===== src/rtl/multi_voice_pwm_player_if.sv =====
// Command port for multi_voice_pwm_player.
//   cmd_valid       : command present (master -> slave)
//   cmd_ready       : slave can take a command (slave -> master)
//   cmd_voice       : target voice index
//   cmd_half_period : tone half-period in clock cycles, 0 = silent
//   cmd_volume      : voice amplitude
interface multi_voice_pwm_player_if #(
  parameter int VOICE_W = 2,
  parameter int DIV_W   = 20,
  parameter int VOL_W   = 4
);
  logic               cmd_valid;
  logic               cmd_ready;
  logic [VOICE_W-1:0] cmd_voice;
  logic [DIV_W-1:0]   cmd_half_period;
  logic [VOL_W-1:0]   cmd_volume;

  modport master (output cmd_valid, cmd_voice, cmd_half_period, cmd_volume,
                  input  cmd_ready);
  modport slave  (input  cmd_valid, cmd_voice, cmd_half_period, cmd_volume,
                  output cmd_ready);
endinterface


===== src/rtl/multi_voice_pwm_player.sv =====
// Multi-voice square-wave tone player with a single PWM audio output.
// Each voice is a half-period counter toggling a phase bit; voices whose
// phase is high contribute their volume to a saturating sum that becomes the
// PWM duty for the next frame. Commands are staged in a one-entry shadow and
// applied to their voice only at a PWM frame boundary.
//   clk_100m     : system clock
//   rst          : synchronous reset, active high
//   enable       : audio output enable
//   cmd          : valid/ready command port (slave modport)
//   AUD_PWM      : PWM audio bit
//   AUD_SD       : amplifier shutdown-bar, follows enable one cycle late
//   frame_tick   : high on the last cycle of each PWM frame
//   voice_active : per-voice flag, half_period != 0 and volume != 0

// One tone voice: applied registers plus its counter/phase.
module multi_voice_pwm_voice #(
  parameter int DIV_W = 20,
  parameter int VOL_W = 4
) (
  input  logic             clk_100m,
  input  logic             rst,
  input  logic             load,
  input  logic [DIV_W-1:0] ld_half,
  input  logic [VOL_W-1:0] ld_vol,
  output logic             phase,
  output logic [VOL_W-1:0] vol,
  output logic             active
);
  logic [DIV_W-1:0] half;
  logic [DIV_W-1:0] cnt;

  always_ff @(posedge clk_100m) begin
    if (rst) begin
      half  <= '0;
      vol   <= '0;
      cnt   <= '0;
      phase <= 1'b0;
    end else if (load) begin
      // restart the tone from a known phase so the new pitch starts cleanly
      half  <= ld_half;
      vol   <= ld_vol;
      cnt   <= '0;
      phase <= 1'b0;
    end else if (half == '0) begin
      cnt   <= '0;
      phase <= 1'b0;
    end else if (cnt == half - 1'b1) begin
      cnt   <= '0;
      phase <= ~phase;
    end else begin
      cnt   <= cnt + 1'b1;
    end
  end

  assign active = (half != '0) && (vol != '0);
endmodule

module multi_voice_pwm_player #(
  parameter int NUM_VOICES = 4,
  parameter int DIV_W      = 20,
  parameter int VOL_W      = 4,
  parameter int PWM_W      = 8,
  parameter int VOICE_W    = (NUM_VOICES > 1) ? $clog2(NUM_VOICES) : 1
) (
  input  logic                  clk_100m,
  input  logic                  rst,
  input  logic                  enable,
  multi_voice_pwm_player_if.slave cmd,
  output logic                  AUD_PWM,
  output logic                  AUD_SD,
  output logic                  frame_tick,
  output logic [NUM_VOICES-1:0] voice_active
);
  localparam int SUM_W = VOL_W + $clog2(NUM_VOICES + 1);
  localparam int CMP_W = (SUM_W > PWM_W) ? SUM_W : PWM_W;
  localparam logic [PWM_W-1:0] PWM_MAX = '1;

  logic [PWM_W-1:0]   pwm_cnt;
  logic [PWM_W-1:0]   duty;
  logic               pending;
  logic [VOICE_W-1:0] sh_voice;
  logic [DIV_W-1:0]   sh_half;
  logic [VOL_W-1:0]   sh_vol;
  logic               boundary;

  logic [NUM_VOICES-1:0]            load;
  logic [NUM_VOICES-1:0]            phase;
  logic [NUM_VOICES-1:0][VOL_W-1:0] vol;

  logic [SUM_W-1:0] sum;
  logic [CMP_W-1:0] sum_ext;
  logic [PWM_W-1:0] sat;

  assign boundary      = (pwm_cnt == PWM_MAX);
  assign frame_tick    = boundary & ~rst;
  assign cmd.cmd_ready = ~pending;

  // Out-of-range voice indices match no bit, so such commands drain silently.
  always_comb begin
    load = '0;
    for (int i = 0; i < NUM_VOICES; i++)
      load[i] = boundary & pending & (sh_voice == VOICE_W'(i));
  end

  for (genvar g = 0; g < NUM_VOICES; g++) begin : g_voice
    multi_voice_pwm_voice #(.DIV_W(DIV_W), .VOL_W(VOL_W)) u_voice (
      .clk_100m (clk_100m),
      .rst      (rst),
      .load     (load[g]),
      .ld_half  (sh_half),
      .ld_vol   (sh_vol),
      .phase    (phase[g]),
      .vol      (vol[g]),
      .active   (voice_active[g])
    );
  end

  always_comb begin
    sum = '0;
    for (int i = 0; i < NUM_VOICES; i++)
      if (phase[i]) sum = sum + SUM_W'(vol[i]);
  end

  // Widen before comparing so saturation works whichever of SUM_W/PWM_W is larger.
  assign sum_ext = CMP_W'(sum);
  assign sat     = (sum_ext > CMP_W'(PWM_MAX)) ? PWM_MAX : sum_ext[PWM_W-1:0];

  always_ff @(posedge clk_100m) begin
    if (rst) begin
      pwm_cnt  <= '0;
      duty     <= '0;
      pending  <= 1'b0;
      sh_voice <= '0;
      sh_half  <= '0;
      sh_vol   <= '0;
      AUD_PWM  <= 1'b0;
      AUD_SD   <= 1'b0;
    end else begin
      pwm_cnt <= pwm_cnt + 1'b1;
      AUD_PWM <= (pwm_cnt < duty) & enable;
      AUD_SD  <= enable;
      if (boundary) duty <= sat;
      // apply and accept can never coincide: accept needs pending low
      if (boundary && pending) begin
        pending <= 1'b0;
      end else if (cmd.cmd_valid && !pending) begin
        pending  <= 1'b1;
        sh_voice <= cmd.cmd_voice;
        sh_half  <= cmd.cmd_half_period;
        sh_vol   <= cmd.cmd_volume;
      end
    end
  end
endmodule


===== src/flat_wrapper.sv =====
// flat-port wrapper written by rule: the top's interface ports become plain ports
module multi_voice_pwm_player_flat 
#(
  parameter int NUM_VOICES = 4,
  parameter int DIV_W      = 20,
  parameter int VOL_W      = 4,
  parameter int PWM_W      = 8,
  parameter int VOICE_W    = (NUM_VOICES > 1) ? $clog2(NUM_VOICES) : 1
)
  (clk_100m, rst, enable, AUD_PWM, AUD_SD, frame_tick, voice_active, cmd_cmd_valid, cmd_cmd_voice, cmd_cmd_half_period, cmd_cmd_volume, cmd_cmd_ready);
  multi_voice_pwm_player_if #(.VOICE_W(VOICE_W), .DIV_W(DIV_W), .VOL_W(VOL_W)) cmd_i ();
  input  logic clk_100m;
  input  logic rst;
  input  logic enable;
  output logic AUD_PWM;
  output logic AUD_SD;
  output logic frame_tick;
  output logic [NUM_VOICES-1:0] voice_active;
  input wire logic [$bits(cmd_i.cmd_valid)-1:0] cmd_cmd_valid;
  input wire logic [$bits(cmd_i.cmd_voice)-1:0] cmd_cmd_voice;
  input wire logic [$bits(cmd_i.cmd_half_period)-1:0] cmd_cmd_half_period;
  input wire logic [$bits(cmd_i.cmd_volume)-1:0] cmd_cmd_volume;
  output wire logic [$bits(cmd_i.cmd_ready)-1:0] cmd_cmd_ready;
  assign cmd_i.cmd_valid = cmd_cmd_valid;
  assign cmd_i.cmd_voice = cmd_cmd_voice;
  assign cmd_i.cmd_half_period = cmd_cmd_half_period;
  assign cmd_i.cmd_volume = cmd_cmd_volume;
  assign cmd_cmd_ready = cmd_i.cmd_ready;
  multi_voice_pwm_player #(.NUM_VOICES(NUM_VOICES), .DIV_W(DIV_W), .VOL_W(VOL_W), .PWM_W(PWM_W), .VOICE_W(VOICE_W)) u_core (.clk_100m(clk_100m), .rst(rst), .enable(enable), .cmd(cmd_i), .AUD_PWM(AUD_PWM), .AUD_SD(AUD_SD), .frame_tick(frame_tick), .voice_active(voice_active));
endmodule

===== config.mk =====
export PLATFORM = sky130hd
export DESIGN_NAME = multi_voice_pwm_player_flat
export DESIGN_NICKNAME = d
export VERILOG_FILES = /design/src/rtl/multi_voice_pwm_player_if.sv /design/src/rtl/multi_voice_pwm_player.sv /design/src/flat_wrapper.sv
export SDC_FILE = /design/constraint.sdc
export NUM_CORES = 1
export LEC_CHECK = 0
export CORE_MARGIN = 4
export CORE_UTILIZATION = 58
export CTS_BUF_LIST = sky130_fd_sc_hd__clkbuf_2
export DETAILED_ROUTE_END_ITERATION = 8
export GPL_TIMING_DRIVEN = 1
export PLACE_DENSITY_LB_ADDON = 0.3
export RECOVER_POWER = 100
export SYNTH_ARGS = -nofsm -noshare
export SYNTH_HDL_FRONTEND = slang
export SYNTH_SLANG_ARGS = --single-unit

===== constraint.sdc =====
create_clock -name clk_100m -period 3.55 [get_ports clk_100m]
set_clock_uncertainty 0.2 [all_clocks]
set_input_delay 1.065 -clock clk_100m [delete_from_list [all_inputs] [get_ports clk_100m]]
set_output_delay 1.065 -clock clk_100m [all_outputs]
set_load 0.005 [all_outputs]

Word level (Yosys, flattened, before mapping)
Cells that the tools add are included.
Widths: inputs -> output; s select.
{"block": "classes", "magnitude_cmp": 2, "n_eq_ne": 8, "bitwise": 14, "mux": 5, "n_addsub": 12, "n_div": 0, "mul": 0, "reduce_logical": 30, "n_shift": 0}
{"cell": "$add 20x1->20 const B", "n": 4}
{"cell": "$eq 20x20->1", "n": 4}
{"cell": "$logic_not 20->1", "n": 4}
{"cell": "$reduce_bool 20->1", "n": 4}
{"cell": "$sub 20x1->20 const B", "n": 4}
{"cell": "$mux 7", "n": 3}
{"cell": "$reduce_bool 4->1", "n": 4}
{"cell": "$reduce_or 4->1", "n": 4}
{"cell": "$add 7x4->7", "n": 2}
{"cell": "$reduce_or 3->1", "n": 4}
{"cell": "$add 8x1->8 const B", "n": 1}
{"cell": "$eq 8x8->1 const B", "n": 1}
{"cell": "$gt 7x8->1 const B", "n": 1}
{"cell": "$lt 8x8->1", "n": 1}
{"cell": "$mux 8", "n": 1}
{"cell": "$and 1x1->1", "n": 7}
{"cell": "$not 1->1", "n": 7}
{"cell": "$logic_and 1x1->1", "n": 6}
{"cell": "$add 4x4->5", "n": 1}
{"cell": "$eq 2x2->1 const B", "n": 2}
{"cell": "$mux 4", "n": 1}
{"cell": "$eq 2x1->1 const B", "n": 1}
{"cell": "$logic_not 2->1", "n": 1}
{"cell": "$reduce_and 2->1", "n": 1}
{"cell": "other kinds (2)", "n": 2}
{"block": "totals", "memories": 0, "output_inout_bits": 8, "reg_bits": 225, "latchBits": 0, "word_cells": 95, "ram_bits": 0, "input_bits": 30, "mem_bits_ro": 0}

Depth between registers and ports, before layout
{"block": "logic_depth", "ltp_word": 9, "ltp_mapped": 17, "depth_no_buf": 17}

Modules after synthesis
A second synthesis with hierarchy kept.
{"block": "hier_totals", "hier_cells": 1402, "area_unflattened_um2": 12306.8}
{"mod": "multi_voice_pwm_voice at u_core.g_voice[0].u_voice ...", "cells_per_inst": 284, "area_per_inst_um2": 2511.2, "instances": 3, "seq_area_each_um2": 900.9}
{"mod": "multi_voice_pwm_voice at u_core.g_voice[3].u_voice", "cells_per_inst": 269, "area_per_inst_um2": 2439.8, "instances": 1, "seq_area_each_um2": 900.9}
{"mod": "multi_voice_pwm_player", "cells_per_inst": 281, "area_per_inst_um2": 2333.5, "instances": 1, "seq_area_each_um2": 880.8}

Worst setup path after synthesis
No wires, ideal clock.
{"block": "synth_path", "path_type": "reg2reg", "from": "reg u_core.g_voice[0].u_voice.phase", "to": "reg u_core.duty[5]", "setup_slack_ns": -0.071, "n_path_buf": 0, "path_stages_with_launch": 18, "setup_ns": 0.086, "arrival_time_ns": 3.336, "path_cell_list": "dfxtp_1 -> and2_1 -> ha_1 -> inv_1 -> fa_1 -> nor2b_1 -> nor3b_1 -> xnor2_1 -> ha_1 -> a21oi_1 -> xnor2_1 -> mux2_2 -> ha_1 -> nor2b_1 -> o21ai_0 -> a21oi_1 -> xnor2_1 -> a211oi_1"}
{"block": "synth_via", "elab_chain_len": 9}
{"item": "start, declared", "line_no": "multi_voice_pwm_player.sv:25", "text": "output logic phase,"}
{"item": "start signal, assigned", "line_no": "multi_voice_pwm_player.sv:49", "text": "phase <= ~phase;"}
{"item": "$mux 4 *", "line_no": "multi_voice_pwm_player.sv:121", "text": "if (phase[i]) sum = sum + SUM_W'(vol[i]);"}
{"item": "$add 4x4->5", "line_no": "multi_voice_pwm_player.sv:121"}
{"item": "$mux 7 *", "line_no": "multi_voice_pwm_player.sv:121"}
{"item": "$add 7x4->7", "line_no": "multi_voice_pwm_player.sv:121"}
{"item": "$mux 7 *", "line_no": "multi_voice_pwm_player.sv:121"}
{"item": "$add 7x4->7", "line_no": "multi_voice_pwm_player.sv:121"}
{"item": "$mux 7 *", "line_no": "multi_voice_pwm_player.sv:121"}
{"item": "$gt 7x8->1", "line_no": "multi_voice_pwm_player.sv:126", "text": "assign sat = (sum_ext > CMP_W'(PWM_MAX)) ? PWM_MAX : sum_ext[PWM_W-1:0];"}
{"item": "$mux 8 *", "line_no": "multi_voice_pwm_player.sv:126"}
{"item": "end signal, assigned", "line_no": "multi_voice_pwm_player.sv:142", "text": "if (boundary) duty <= sat;"}
{"item": "end, declared", "line_no": "multi_voice_pwm_player.sv:79", "text": "logic [PWM_W-1:0] duty;"}
Every way passes the cells marked *; elsewhere a longest branch is shown, timed or not.
A chain may end at the register's enable or synchronous reset.

Worst setup path in the final report
{"block": "layout_path", "from": "reg u_core.g_voice[0].u_voice.vol[0]", "to": "reg u_core.duty[3]"}
{"block": "layout_via", "elab_chain_len": 9}
{"item": "start, declared", "line_no": "multi_voice_pwm_player.sv:26", "text": "output logic [VOL_W-1:0] vol,"}
{"item": "start signal, assigned", "line_no": "multi_voice_pwm_player.sv:41", "text": "vol <= ld_vol;"}
{"item": "$mux 4 *", "line_no": "multi_voice_pwm_player.sv:121"}
{"item": "$add 4x4->5", "line_no": "multi_voice_pwm_player.sv:121"}
{"item": "$mux 7 *", "line_no": "multi_voice_pwm_player.sv:121"}
{"item": "$add 7x4->7", "line_no": "multi_voice_pwm_player.sv:121"}
{"item": "$mux 7 *", "line_no": "multi_voice_pwm_player.sv:121"}
{"item": "$add 7x4->7", "line_no": "multi_voice_pwm_player.sv:121"}
{"item": "$mux 7 *", "line_no": "multi_voice_pwm_player.sv:121"}
{"item": "$gt 7x8->1", "line_no": "multi_voice_pwm_player.sv:126"}
{"item": "$mux 8 *", "line_no": "multi_voice_pwm_player.sv:126"}
Marked as above.

==> metrics.md <==
| Metric | Value |
|---|---|
| CP Depth | 15 |
| Startpoint Class | flip-flop |
| CTS clk-pin slew, worst paths | 0.11 ns |
| Final setup violation count | 27 |
| Clock Sinks | around 220 |
| Drt first-iter violations | around 920 |
| Net count, final | 1708 |
| Seq/Total Area, Yosys | 36.6% |
| Power, Total | 4.41 mW |
| Syn avg cell area | a little under 8 um2 |
| Worst slew margin | -87.2% |
| WL/cell | roughly 17 um |
| Reg2reg end | u_core.duty[3] |
| Cell mode on critical path | ha_4 |
| DPL Wire Length | 21700 um |
| Via count | 11600 |
| Leak | ~5.3 nW |
| Crit path from | u_core.g_voice[0].u_voice.vol[0] |
| Die footprint | around 23000 um2 |
| Initial antenna violation count | 1 |
| Post-route ant nets | 0 |
| Tot GR Track Use | a little over a quarter |
| Fin cells | about 2000 |
| Die X | around 150 um |
| Io pins | 38 |
| Hold WS | ~0.26 ns |
| Maximum Capacitance Violations | 1 |
| RSZ-0062 raised after global routing | true |
| Synthesized area | about 12000 um2 |
| DIE HEIGHT | around 150 um |
| WP buf/inv | 2 |
| DR DRC count | 0 |
| Syn_nets | roughly 1600 |
| Bufs on Longest Clock Path | 3 |
| Core ar. | roughly 20000 um2 |
| Worst min-delay path class | reg2reg |
| Period utilisation layout | 107% |
| DR vias/cell | 5.88 |
| Largest net degree at the start of global routing | 144 |
| GP Congestion | approximately 0.92 |
| PwrDens | approximately 310 nW/um2 |
| Worst setup endpoint | u_core.duty[3] |
| CTS tree | yes |
| H-tree depth | 2 |
| Dpl cells | between 1500 and 2000 |
| CP arrival | approximately 4.2 ns |
| First-pass GRT wire length | between 50000 and 60000 um |
| Crit path time final | roughly 3.8 ns |
| CP delay by family, top | adder cells |
| Critical path class | reg2reg |
| Max incr delay on CP | between 0.4 and 0.5 ns |
| Synth Register Bits | between 200 and 250 |
| CTS buffer count | 56 |
| Synth warn | 0 |
| Initial Utilization | 59.7% |
| Overflow after GRT | 0 |
| Critical path's slowest cell | fa_1 |
| Status | finished, violations left |
| Area grow syn2layout | 15.5% |
| Slew @ Worst Pin | about 2.8 ns |
| Critical path required time | 3.95 ns |
| Critical path capture point type | flip-flop |
| Peak supply drop | around 290 uV |
| Most common cell after layout, fill and taps aside | nand2_1 |
| Clk Latency, worst-skew pair | roughly 0.85 ns |
| Failing checks | capacitance limit, slew limit, setup timing |
| Slew Viols, Final | 144 |
| Row count | 52 |
| Filler cells | ~1700 |
| Number of flops mapped to enable cells by yosys | 0 |
| Worst-path maximum fanout | 3 |
| Final hold viol count | 0 |
| Root buffer cell | clkbuf_2 |
| Hold-fix buffers, CTS | 0 |
| Cell depth of the worst flop-to-flop path | 15 |
| Setup WS post-layout | -0.233 ns |
| Worst R2R Setup Slack | -0.23 ns |
| Synth unique cells | 69 |
| Vias in the first global route | between 10000 and 15000 |
| Share of cells above drive strength 1 | approximately 16% |
| R2r startpoint | u_core.g_voice[0].u_voice.vol[0] |
| Drt pass-1 iters | 5 |
| I/O Buffers | 37 |
| Commonest non-fill, non-tap cells in the layout | nand2_1 (298), dfxtp_1 (202), a21oi_1 (149), nor3_1 (104), xnor2_1 (89) |
| CP Cell Sequence | and2_4 > ha_4 > inv_2 > fa_2 > mux2i_2 > fa_1 > mux2_4 > ha_4 > a21o_1 > a21oi_2 > buf_4 > xor2_1 > o21ai_1 > a21oi_1 > a211oi_1 |
| Asr flop ratio synth | 0% |
| Post-Syn Instances | between 1500 and 2000 |
| Fmax | about 260 MHz |
| Final wirelength | 32600 um |
| Post-synth top flop | dfxtp_1 |
worst min-delay path, stage by stage (launching register included):
cell and delay, ns:
dfxtp_1 0.33, nand2_1 0.05, a21oi_1 0.05
worst min path at each step:
stage               slack (ns)  cells past startpoint            from             end
floorplan                 0.23                      2  u_core.duty[4]  u_core.duty[4]
global placement          0.24                      2  u_core.duty[2]  u_core.duty[2]
detailed placement        0.25                      2  u_core.duty[6]  u_core.duty[6]
CTS                       0.27                      2  u_core.duty[6]  u_core.duty[6]
global route              0.29                      2  u_core.duty[2]  u_core.duty[2]
finish                    0.26                      2  u_core.duty[6]  u_core.duty[6]
flip-flops by register name (all words and copies together), names as in the netlist:
| name | count |
|---|---|
| u_core.sh_half | 20 |
| u_core.AUD_PWM | 1 |
| u_core.g_voice.u_voice.vol | 16 |
| u_core.pending | 1 |
| u_core.AUD_SD | 1 |
| u_core.g_voice.u_voice.half | 80 |
| u_core.g_voice.u_voice.cnt | 80 |
| u_core.duty | 7 |
| u_core.sh_vol | 4 |
| u_core.sh_voice | 2 |
| u_core.pwm_cnt | 8 |
| u_core.g_voice.u_voice.phase | 4 |
cell type report:
type | instances | area, um2 | area share (%)
diodes | 2 | 5.00 | 0.0354
clock buffers | 74 | 370 | 2.62
clock inverters | 31 | 131 | 0.930
inverters | 38 | 143 | 1.01
multi-input cells | 1202 | 7630 | 54.0
flip-flops and latches | 224 | 4520 | 32.0
well taps | 270 | 338 | 2.39
repair buffers | 123 | 990 | 7.01
synthesized netlist by cell type, drive strengths merged (10+ instances only):
library cell	count	area share (%)
a211oi	15	0.92
a21o	11	0.67
a21oi	156	6.4
a31oi	13	0.66
and2	13	0.66
and3	28	1.4
buf	13	0.63
clkbuf	79	2.4
dfxtp	224	37
ha	30	3.1
inv	38	1.2
nand2	300	9.2
nand3	52	2.1
nand4	23	1.2
nor2	68	2.1
nor2b	13	0.66
nor3	107	4.4
nor3b	12	0.74
nor4	27	1.5
nor4b	10	0.96
o21ai	21	0.86
or3	15	0.81
or4	10	0.64
xnor2	91	6.5
xor2	86	6.2
metal layers:
| metal | vias up | share of wire (%) | global-route usage (%) |
|---|---|---|---|
| met2 | 402 | 47 | 44.1 |
| met5 | - | 0 | 0 |
| met4 | 0 | 4.7 | 12.7 |
| met1 | 5426 | 42 | 34.2 |
| met3 | 100 | 6.5 | 4.33 |
| li1 | 5628 | - | - |
power breakdown:
part / internal [mW] / switching [mW]
clock: 0.592 / 1.10
sequential: 2.53 / 0.0544
combinational: 0.0615 / 0.0692
total: 3.19 / 1.22
per-stage QoR:
step | setup slack, ns | utilization [%] | setup TNS (ns) | cell area, um2
global placement | -0.0696 | 63.6 | -0.0915 | 13000
finish | -0.233 | 68.9 | -3.19 | 14100
CTS | -0.341 | 68.1 | -0.668 | 14000
floorplan | 0.0216 | - | 0 | 12300
detailed placement | -0.235 | 63.6 | -0.482 | 13000
global route | -0.324 | 68.9 | -8.16 | 14100
kinds of logic (layout without fill, tap and decap cells):
| group | after synthesis | count (layout) | share of synthesized area (%) |
|---|---|---|---|
| simple gates | 708 | 708 | 28.4 |
| compound gates | 273 | 273 | 13.4 |
| flops | 224 | 224 | 36.6 |
| xor+xnor | 178 | 178 | 12.9 |
| buf+inv | 130 | 266 | 4.22 |
| fa+ha+maj | 35 | 35 | 3.72 |
| mux | 8 | 8 | 0.695 |
| other cells | 0 | 2 | 0 |
repair_timing:
item,in CTS,in global routing
setup buffers,21,11
resized for setup,83,24
setup endpoints to repair,8,9
pin swaps,29,29
Power figures use the tool's default switching activity.
